[src/rtl/cvxif_result_buffer.sv]
// cvxif_result_buffer: in-order elastic buffer from CV-X-IF coprocessor results to the core writeback port.
// Define CVXIF_RESULT_BYPASS_EN for a zero-latency combinational pass-through when the buffer is empty.
module cvxif_result_buffer #(
    parameter int DEPTH    = 4,
    parameter int ID_WIDTH = 3,
    parameter int XLEN     = 64
) (
    input  logic                       clk_i,
    input  logic                       rst_i,
    input  logic                       flush_i,
    input  logic                       cpr_valid_i,
    output logic                       cpr_ready_o,
    input  logic [ID_WIDTH-1:0]        cpr_id_i,
    input  logic [XLEN-1:0]            cpr_data_i,
    input  logic [4:0]                 cpr_rd_i,
    input  logic                       cpr_we_i,
    input  logic                       cpr_exc_i,
    input  logic [5:0]                 cpr_exccode_i,
    output logic                       core_valid_o,
    input  logic                       core_ready_i,
    output logic [ID_WIDTH-1:0]        core_id_o,
    output logic [XLEN-1:0]            core_data_o,
    output logic [4:0]                 core_rd_o,
    output logic                       core_we_o,
    output logic                       core_exc_o,
    output logic [5:0]                 core_exccode_o,
    output logic [$clog2(DEPTH):0]     count_o
);
    localparam int AW = $clog2(DEPTH);

    logic [AW:0]          wr_ptr, rd_ptr;
    logic [ID_WIDTH-1:0]  id_q      [DEPTH];
    logic [XLEN-1:0]      data_q    [DEPTH];
    logic [4:0]           rd_q      [DEPTH];
    logic                 we_q      [DEPTH];
    logic                 exc_q     [DEPTH];
    logic [5:0]           exccode_q [DEPTH];
    logic                 empty, full, push, pop, store, pop_mem, bypass, cpr_we_s;
    logic [AW-1:0]        wr_idx, rd_idx;

    assign wr_idx      = wr_ptr[AW-1:0];
    assign rd_idx      = rd_ptr[AW-1:0];
    assign empty       = wr_ptr == rd_ptr;
    assign full        = (wr_idx == rd_idx) && (wr_ptr[AW] != rd_ptr[AW]);
    assign count_o     = wr_ptr - rd_ptr;
    assign cpr_ready_o = !full && !rst_i;
    assign cpr_we_s    = cpr_we_i && !cpr_exc_i;
    assign push        = cpr_valid_i && cpr_ready_o;
    assign pop         = core_valid_o && core_ready_i;

`ifdef CVXIF_RESULT_BYPASS_EN
    assign bypass = empty && !flush_i && cpr_valid_i;
`else
    assign bypass = 1'b0;
`endif

    // A bypassed result taken by the core the same cycle never occupies an entry.
    assign store   = push && !(bypass && core_ready_i);
    assign pop_mem = pop && !empty;

    always_comb begin
        core_valid_o   = !rst_i && !flush_i && (!empty || bypass);
        core_id_o      = bypass ? cpr_id_i      : id_q[rd_idx];
        core_data_o    = bypass ? cpr_data_i    : data_q[rd_idx];
        core_rd_o      = bypass ? cpr_rd_i      : rd_q[rd_idx];
        core_we_o      = bypass ? cpr_we_s      : we_q[rd_idx];
        core_exc_o     = bypass ? cpr_exc_i     : exc_q[rd_idx];
        core_exccode_o = bypass ? cpr_exccode_i : exccode_q[rd_idx];
    end

    always_ff @(posedge clk_i) begin
        if (rst_i || flush_i) begin
            wr_ptr <= '0;
            rd_ptr <= '0;
        end else begin
            if (store) wr_ptr <= wr_ptr + 1'b1;
            if (pop_mem) rd_ptr <= rd_ptr + 1'b1;
        end
    end

    always_ff @(posedge clk_i) begin
        if (store) begin
            id_q[wr_idx]      <= cpr_id_i;
            data_q[wr_idx]    <= cpr_data_i;
            rd_q[wr_idx]      <= cpr_rd_i;
            we_q[wr_idx]      <= cpr_we_s;
            exc_q[wr_idx]     <= cpr_exc_i;
            exccode_q[wr_idx] <= cpr_exccode_i;
        end
    end
endmodule

[config.mk]
export PLATFORM = sky130hd
export DESIGN_NAME = cvxif_result_buffer
export DESIGN_NICKNAME = d
export VERILOG_FILES = /design/src/rtl/cvxif_result_buffer.sv
export SDC_FILE = /design/constraint.sdc
export NUM_CORES = 1
export LEC_CHECK = 0
export CAP_MARGIN = 10
export CORE_MARGIN = 1.5
export CORE_UTILIZATION = 55
export DETAILED_ROUTE_END_ITERATION = 10
export PLACE_DENSITY = 0.8
export SYNTH_ARGS = -nofsm -noshare
export SYNTH_HDL_FRONTEND = slang
export SYNTH_SLANG_ARGS = --single-unit
[constraint.sdc]
create_clock -name clk_i -period 13.7 [get_ports clk_i]
set_input_delay 1.37 -clock clk_i [delete_from_list [all_inputs] [get_ports clk_i]]
set_output_delay 1.37 -clock clk_i [all_outputs]
set_load 0.01 [all_outputs]
==> results of run 1 <==
-- worst max-delay path, stage by stage, from the launching register on --
cell and delay, ns:
dfxtp_4 0.78, buf_4 0.82, mux4_2 0.63, clkdlybuf4s50_1 0.50
-- flip-flops by register name, summed over array words and instances (netlist names), named ones only --
register and flops:
rd_ptr 3, rd_q 20, exccode_q 24, wr_ptr 3, data_q 256, exc_q 4
id_q 12, we_q 4
-- worst min path at each step --
stage                           startpoint                     end  slack [ns]  depth (start not counted)
finish              wr_ptr[0]$_SDFFE_PP0N_  wr_ptr[0]$_SDFFE_PP0N_        0.51                          2
global route        wr_ptr[2]$_SDFFE_PP0N_  wr_ptr[2]$_SDFFE_PP0N_        0.55                          2
CTS                 wr_ptr[0]$_SDFFE_PP0N_  wr_ptr[0]$_SDFFE_PP0N_        0.51                          2
detailed placement  rd_ptr[0]$_SDFFE_PP0P_                    flop        0.50                          1
global placement    rd_ptr[0]$_SDFFE_PP0P_  rd_ptr[0]$_SDFFE_PP0P_        0.48                          1
floorplan           rd_ptr[0]$_SDFFE_PP0P_                    flop        0.47                          1
-- power by group through the flow --
stage / clock, W / combinational, W / sequential [W]
after floorplan: 0 / 0.0000316 / 0.00114
after global placement: 0 / 0.0000913 / 0.00114
after detailed placement: 0 / 0.0000943 / 0.00114
after CTS: 0.000904 / 0.0000951 / 0.00112
after global routing: 0.000947 / 0.000100 / 0.00112
final: 0.000886 / 0.0000937 / 0.00112
-- metal layers --
metal	part of all wire	wire length [µm]	GRT usage	up-vias
li1	-	-	-	2411
met1	0.39	8410	0.265	2766
met2	0.51	11100	0.317	204
met3	0.079	1710	0.0515	36
met4	0.019	416	0.0675	2
met5	0.00088	19	0	-
-- layout by cell type, fill, tap and decap left out, drive strengths merged --
| master | count |
|---|---|
| nor2 | 1 |
| inv | 8 |
| clkinv | 9 |
| and2 | 3 |
| clkbuf | 49 |
| o21a | 1 |
| mux4 | 80 |
| o2111ai | 1 |
| clkdlybuf4s50 | 169 |
| or3 | 1 |
| a31oi | 2 |
| nand3b | 1 |
| bufinv | 2 |
| o211ai | 1 |
| fa | 1 |
| nor2b | 1 |
| a311oi | 1 |
| buf | 6 |
| ha | 7 |
| edfxtp | 320 |
| mux2i | 7 |
| dfxtp | 8 |
| xor2 | 2 |
| nand2 | 9 |
-- cell families (layout without fill, tap and decap cells) --
family / count (synthesis) / in the layout / share of synthesized area
muxes: 87 / 87 / 0.155
adders and majority gates: 8 / 8 / 0.00893
xor gates and xnor gates: 2 / 2 / 0.00208
DFF: 328 / 328 / 0.811
buffers and inverters: 26 / 243 / 0.0111
AOI/OAI and AO/OA: 6 / 6 / 0.00561
and+or+nand+nor: 16 / 16 / 0.00633
-- cell type report --
| class | count | area, µm² |
|---|---|---|
| clock inverters | 12 | 105 |
| well taps | 275 | 344 |
| repair buffers | 175 | 1740 |
| flip-flops and latches | 328 | 9780 |
| multi-input cells | 119 | 2170 |
| fillers | 1231 | 6140 |
| inverters | 7 | 26.3 |
| clock buffers | 49 | 991 |
-- through the flow --
step / hold WS, ns / worst slack (ns) / total power (W)
after floorplan: 0.467 / 7.50 / 0.00117
after global placement: 0.484 / 9.25 / 0.00123
after detailed placement: 0.497 / 9.18 / 0.00124
after CTS: 0.508 / 8.86 / 0.00212
after global routing: 0.546 / 8.71 / 0.00217
final: 0.511 / 8.99 / 0.00210
==> results.sh, run 1 <==
export IMPL_yosysTopAreaCell="edfxtp_1"
export IMPL_fp_coreArea_um2=21300
export IMPL_p_per_area_nw_per_um2=139
export IMPL_grt_antenna_before_repair=1
export IMPL_yosys_top_cells_count="edfxtp_1 (320), mux4_2 (80), nand2_1 (9)"
export IMPL_layout_cells_non_filler=965
export IMPL_rsz0062_at_grt="no"
export IMPL_slew_limit_headroom=0.236
export IMPL_p_sw_w=0.000389
export IMPL_placed_cell_area_um2=14100
export IMPL_die_h_um=151
export IMPL_timing_fmax_mhz=212
export IMPL_synth_edf_count=320
export IMPL_pwr_share_comb=0.045
export IMPL_syn_inst=473
export IMPL_syn_to_final_growth_pct=25.7
export IMPL_synthesis_nets=566
export IMPL_port_buffers=169
export IMPL_path_clk_slew_ns=0.06
export IMPL_ff2ff_path_depth=5
export IMPL_cts_tree="yes"
export IMPL_ys_warn_count=0
export IMPL_hold_class="reg2reg"
export IMPL_gp_congestion=0.778
export IMPL_power_leakage_nw=4.81
export IMPL_syn_area_per_cell_um2=25.5
export IMPL_ys_seq_area_frac=0.811
export IMPL_synth_area_um2=12100
export IMPL_cts_hold_buf=0
export IMPL_cap_violations=0
export IMPL_grt_pass1_wl_mm=33.0
export IMPL_cts_sinks=328
export IMPL_cts_max_path_buffers=3
export IMPL_grt_usage=0.197
export IMPL_p_seq_frac=0.533
export IMPL_antenna_cells=0
export IMPL_reg2reg_slack_ns=10.72
export IMPL_ys_ff_latch=328
export IMPL_clock_power_share=0.422
export IMPL_status="completed"
export IMPL_async_flop_share=0
export IMPL_finalInstanceArea_um2=15200
export IMPL_top_level_ports=170
export IMPL_cp_arrival_ns=3.34
export IMPL_p_int_w=0.00171
export IMPL_tightest_slew_ns=1.15
export IMPL_die_x_um=151
export IMPL_end_kind="output port"
export IMPL_setup_viol=0
export IMPL_place_hpwl_mm=12.5
export IMPL_drc=0
export IMPL_htreeDepth=2
export IMPL_synth_most_common_cell="edfxtp_1"
export IMPL_ant_nets=0
export IMPL_drt_wl_total_mm=21.6
export IMPL_dieArea_um2=22800
export IMPL_vdd_drop_max_mv=0.101
export IMPL_finClkSkew_ns=0.0148
export IMPL_grt_pass1_vias=5923
export IMPL_utilization=0.712
export IMPL_vias=5419
export IMPL_firstDrtPassIters=5
export IMPL_grt_overflow=0
export IMPL_path_class="reg2out"
export IMPL_rows=53
export IMPL_ys_flop_type="edfxtp_1"
export IMPL_cts_made_buffers=34
export IMPL_hold_violations=0
export IMPL_grt_start_max_net_pins=77
export IMPL_dp_cells=904
export IMPL_crit_path_start_kind="flop"
export IMPL_worst_endpoint_required_ns=12.33
export IMPL_synth_distinct_cells=24
export IMPL_routedWlPerCell_um=22.4
export IMPL_yosysTopAreaCellShare=0.797
export IMPL_cts_setup_buffers=0
export IMPL_min_period_ns=4.71
export IMPL_slew_viol_final=0
export IMPL_switching_share=0.185
export IMPL_num_nets_final=758
export IMPL_setup_tns_ns=0
export IMPL_cts_resized_gates=0
export IMPL_r2r_end="data_q[1][43]$_DFFE_PP_"
export IMPL_viasPerCell=5.62
export IMPL_clock_latency_ns=0.49
export IMPL_cts_root_buf="clkbuf_16"
export IMPL_layout_drive_gt1_share=0.201
export IMPL_drt_iter0_drc=346
export IMPL_post_route_period_util=0.344
export IMPL_worstPathMaxFanout=47
export IMPL_synth_area_top_cells="edfxtp_1 (80%), mux4_2 (15%), dfxtp_1 (1.3%)"
export IMPL_cp_endpoint="core_data_o[38]"
export IMPL_r2r_start="wr_ptr[0]$_SDFFE_PP0N_"
export IMPL_initial_core_util=0.566
(Power assumes the default switching activity.)
==> run 2: changes to the inputs <==
- CORE_UTILIZATION: 55 -> 49
- PLACE_DENSITY: 0.8 -> 0.76
- clock period: 13.7 -> 4.1 ns (I/O delays scaled with it)
==> run 2 against run 1 <==
Effect of this change:
- non-clock buffer count is 3 higher
- utilization shrank 8.7 points
- clock power rose to 2.9 times the previous value
- setup slack lost 8.0 ns
- sequential cell count unchanged
- sequential share of layout area about the same
- critical path depth is the same
- combinational power grew to 3.5 times the previous value
==> results.sh, run 2 (synthesized netlist as in run 1, its figures left out) <==
export IMPL_reg2reg_slack_ns=1.52
export IMPL_cp_endpoint="core_data_o[43]"
export IMPL_timing_fmax_mhz=319
export IMPL_reg_top3="data_q (256), exccode_q (24), rd_q (20)"
export IMPL_min_period_ns=3.13
export IMPL_hold_class="in2reg"
export IMPL_pre_cts_slack_ns=1.35
export IMPL_crit_path_start_kind="flop"
export IMPL_largest_register="data_q"
export IMPL_ff2ff_path_depth=5
export IMPL_grt_pass1_vias=5913
export IMPL_grt_busiest_layer="met2"
export IMPL_cap_violations=0
export IMPL_cts_resized_gates=0
export IMPL_drc=0
export IMPL_num_nets_final=758
export IMPL_p_per_area_nw_per_um2=441
export IMPL_grt_usage=0.174
export IMPL_cts_max_path_buffers=3
export IMPL_htreeDepth=1
export IMPL_place_hpwl_mm=13.6
export IMPL_setup_tns_ns=0
export IMPL_final_common_cell="edfxtp_1"
export IMPL_drt_wl_total_mm=22.1
export IMPL_worst_endpoint_required_ns=3.69
export IMPL_slew_viol_final=0
export IMPL_post_route_period_util=0.764
export IMPL_n_fill_cell=1666
export IMPL_setup_slack_ns=0.966
export IMPL_crit_buf_inv=2
export IMPL_firstDrtPassIters=6
export IMPL_cts_root_buf="clkbuf_16"
export IMPL_power_leakage_nw=4.76
export IMPL_fp_coreArea_um2=24200
export IMPL_dieArea_um2=25500
export IMPL_cp_arrival_ns=2.72
export IMPL_mostFrequentLayoutCells="edfxtp_1 (320), clkdlybuf4s50_1 (169), mux4_2 (80), clkbuf_16 (31), nand2_1 (9)"
export IMPL_grt_pass1_wl_mm=34.0
export IMPL_gp_congestion=0.762
export IMPL_cts_made_buffers=31
export IMPL_vias=5473
export IMPL_r2r_start="wr_ptr[0]$_SDFFE_PP0N_"
export IMPL_syn_to_final_growth_pct=25.6
export IMPL_power_total_w=0.00667
export IMPL_cp_depth=3
export IMPL_hold_violations=0
export IMPL_cts_tree="yes"
export IMPL_viasPerCell=5.40
export IMPL_grt_start_max_net_pins=49
export IMPL_worstHoldStart="cpr_data_i[45]"
export IMPL_cpPeakStageDelay_ns=0.66
export IMPL_gr_usage_met3=0.0353
export IMPL_top_level_ports=170
export IMPL_initial_core_util=0.497
export IMPL_rsz0062_at_grt="no"
export IMPL_rows=57
export IMPL_status="completed"
export IMPL_vdd_drop_max_mv=0.323
export IMPL_use_met2=0.286
export IMPL_ant_nets=0
export IMPL_grt_overflow=0
export IMPL_die_x_um=160
export IMPL_drt_iter0_drc=297
export IMPL_routedWlPerCell_um=21.8
export IMPL_die_h_um=160
export IMPL_largest_reg_flops=256
export IMPL_use_met1=0.247
export IMPL_clock_latency_ns=0.53
export IMPL_slowest_stage="dfxtp_4"
export IMPL_port_buffers=169
export IMPL_path_class="reg2out"
export IMPL_cts_setup_buffers=0
export IMPL_antenna_cells=0
export IMPL_end_kind="output port"
export IMPL_slew_limit_headroom=0.386
export IMPL_cts_hold_buf=0
export IMPL_finClkSkew_ns=0.00651
export IMPL_setup_viol=0
export IMPL_r2r_end="data_q[0][37]$_DFFE_PP_"
export IMPL_layout_drive_gt1_share=0.208
export IMPL_worstPathMaxFanout=25
export IMPL_path_delay_family="buffers and inverters"
export IMPL_tightest_slew_ns=0.921
export IMPL_cts_sinks=328
export IMPL_path_clk_slew_ns=0.06
export IMPL_grt_antenna_before_repair=0
export IMPL_crit_chain="buf_4 > mux4_2 > clkdlybuf4s50_1"
## run 2: worst min path at each step
| stage | endpoint | slack (ns) | depth (start not counted) |
|---|---|---|---|
| detailed placement | wr_ptr[2]$_SDFFE_PP0N_ | 0.50 | 2 |
| finish | data_q[2][45]$_DFFE_PP_ | 0.51 | 1 |
| CTS | data_q[1][45]$_DFFE_PP_ | 0.49 | 1 |
| global placement | wr_ptr[0]$_SDFFE_PP0N_ | 0.48 | 2 |
| floorplan | flop | 0.47 | 1 |
| global route | data_q[3][33]$_DFFE_PP_ | 0.50 | 1 |
## run 2: worst reg2reg max path: stages, from the launching register on
cell	delay, ns
dfxtp_1	0.38
inv_1	0.11
ha_1	0.42
a311oi_4	0.37
and2_4	0.56
buf_12	0.37
## run 2: power breakdown
part | total, W | internal [W] | switching [W]
Sequential | 0.00374 | 0.00373 | 0.0000130
Clock | 0.00260 | 0.00146 | 0.00115
Combinational | 0.000326 | 0.000186 | 0.000140
## run 2: layer usage
| layer | wire, µm | share of wire |
|---|---|---|
| met4 | 291 | 0.013 |
| met1 | 9430 | 0.43 |
| met2 | 10800 | 0.49 |
| met3 | 1520 | 0.069 |
| met5 | 0 | 0 |
## run 2: layout make-up
class,count,area (µm²),area share
clock buffers,38,802,0.0530
clock inverters,19,136,0.00901
inverters,7,26.3,0.00174
multi-input cells,119,2170,0.143
flip-flops and latches,328,9780,0.646
well taps,324,405,0.0268
repair buffers,178,1820,0.120
## run 2: through the flow
stage          utilization  area (µm²)  hold WS, ns  instances
2_1_floorplan            -       12100        0.467        473
3_3_place_gp         0.586       14200        0.477        956
3_5_place_dp         0.586       14200        0.500        956
4_1_cts              0.624       15100        0.489       1013
5_1_grt              0.624       15100        0.503       1013
6_report             0.624       15100        0.507       1013
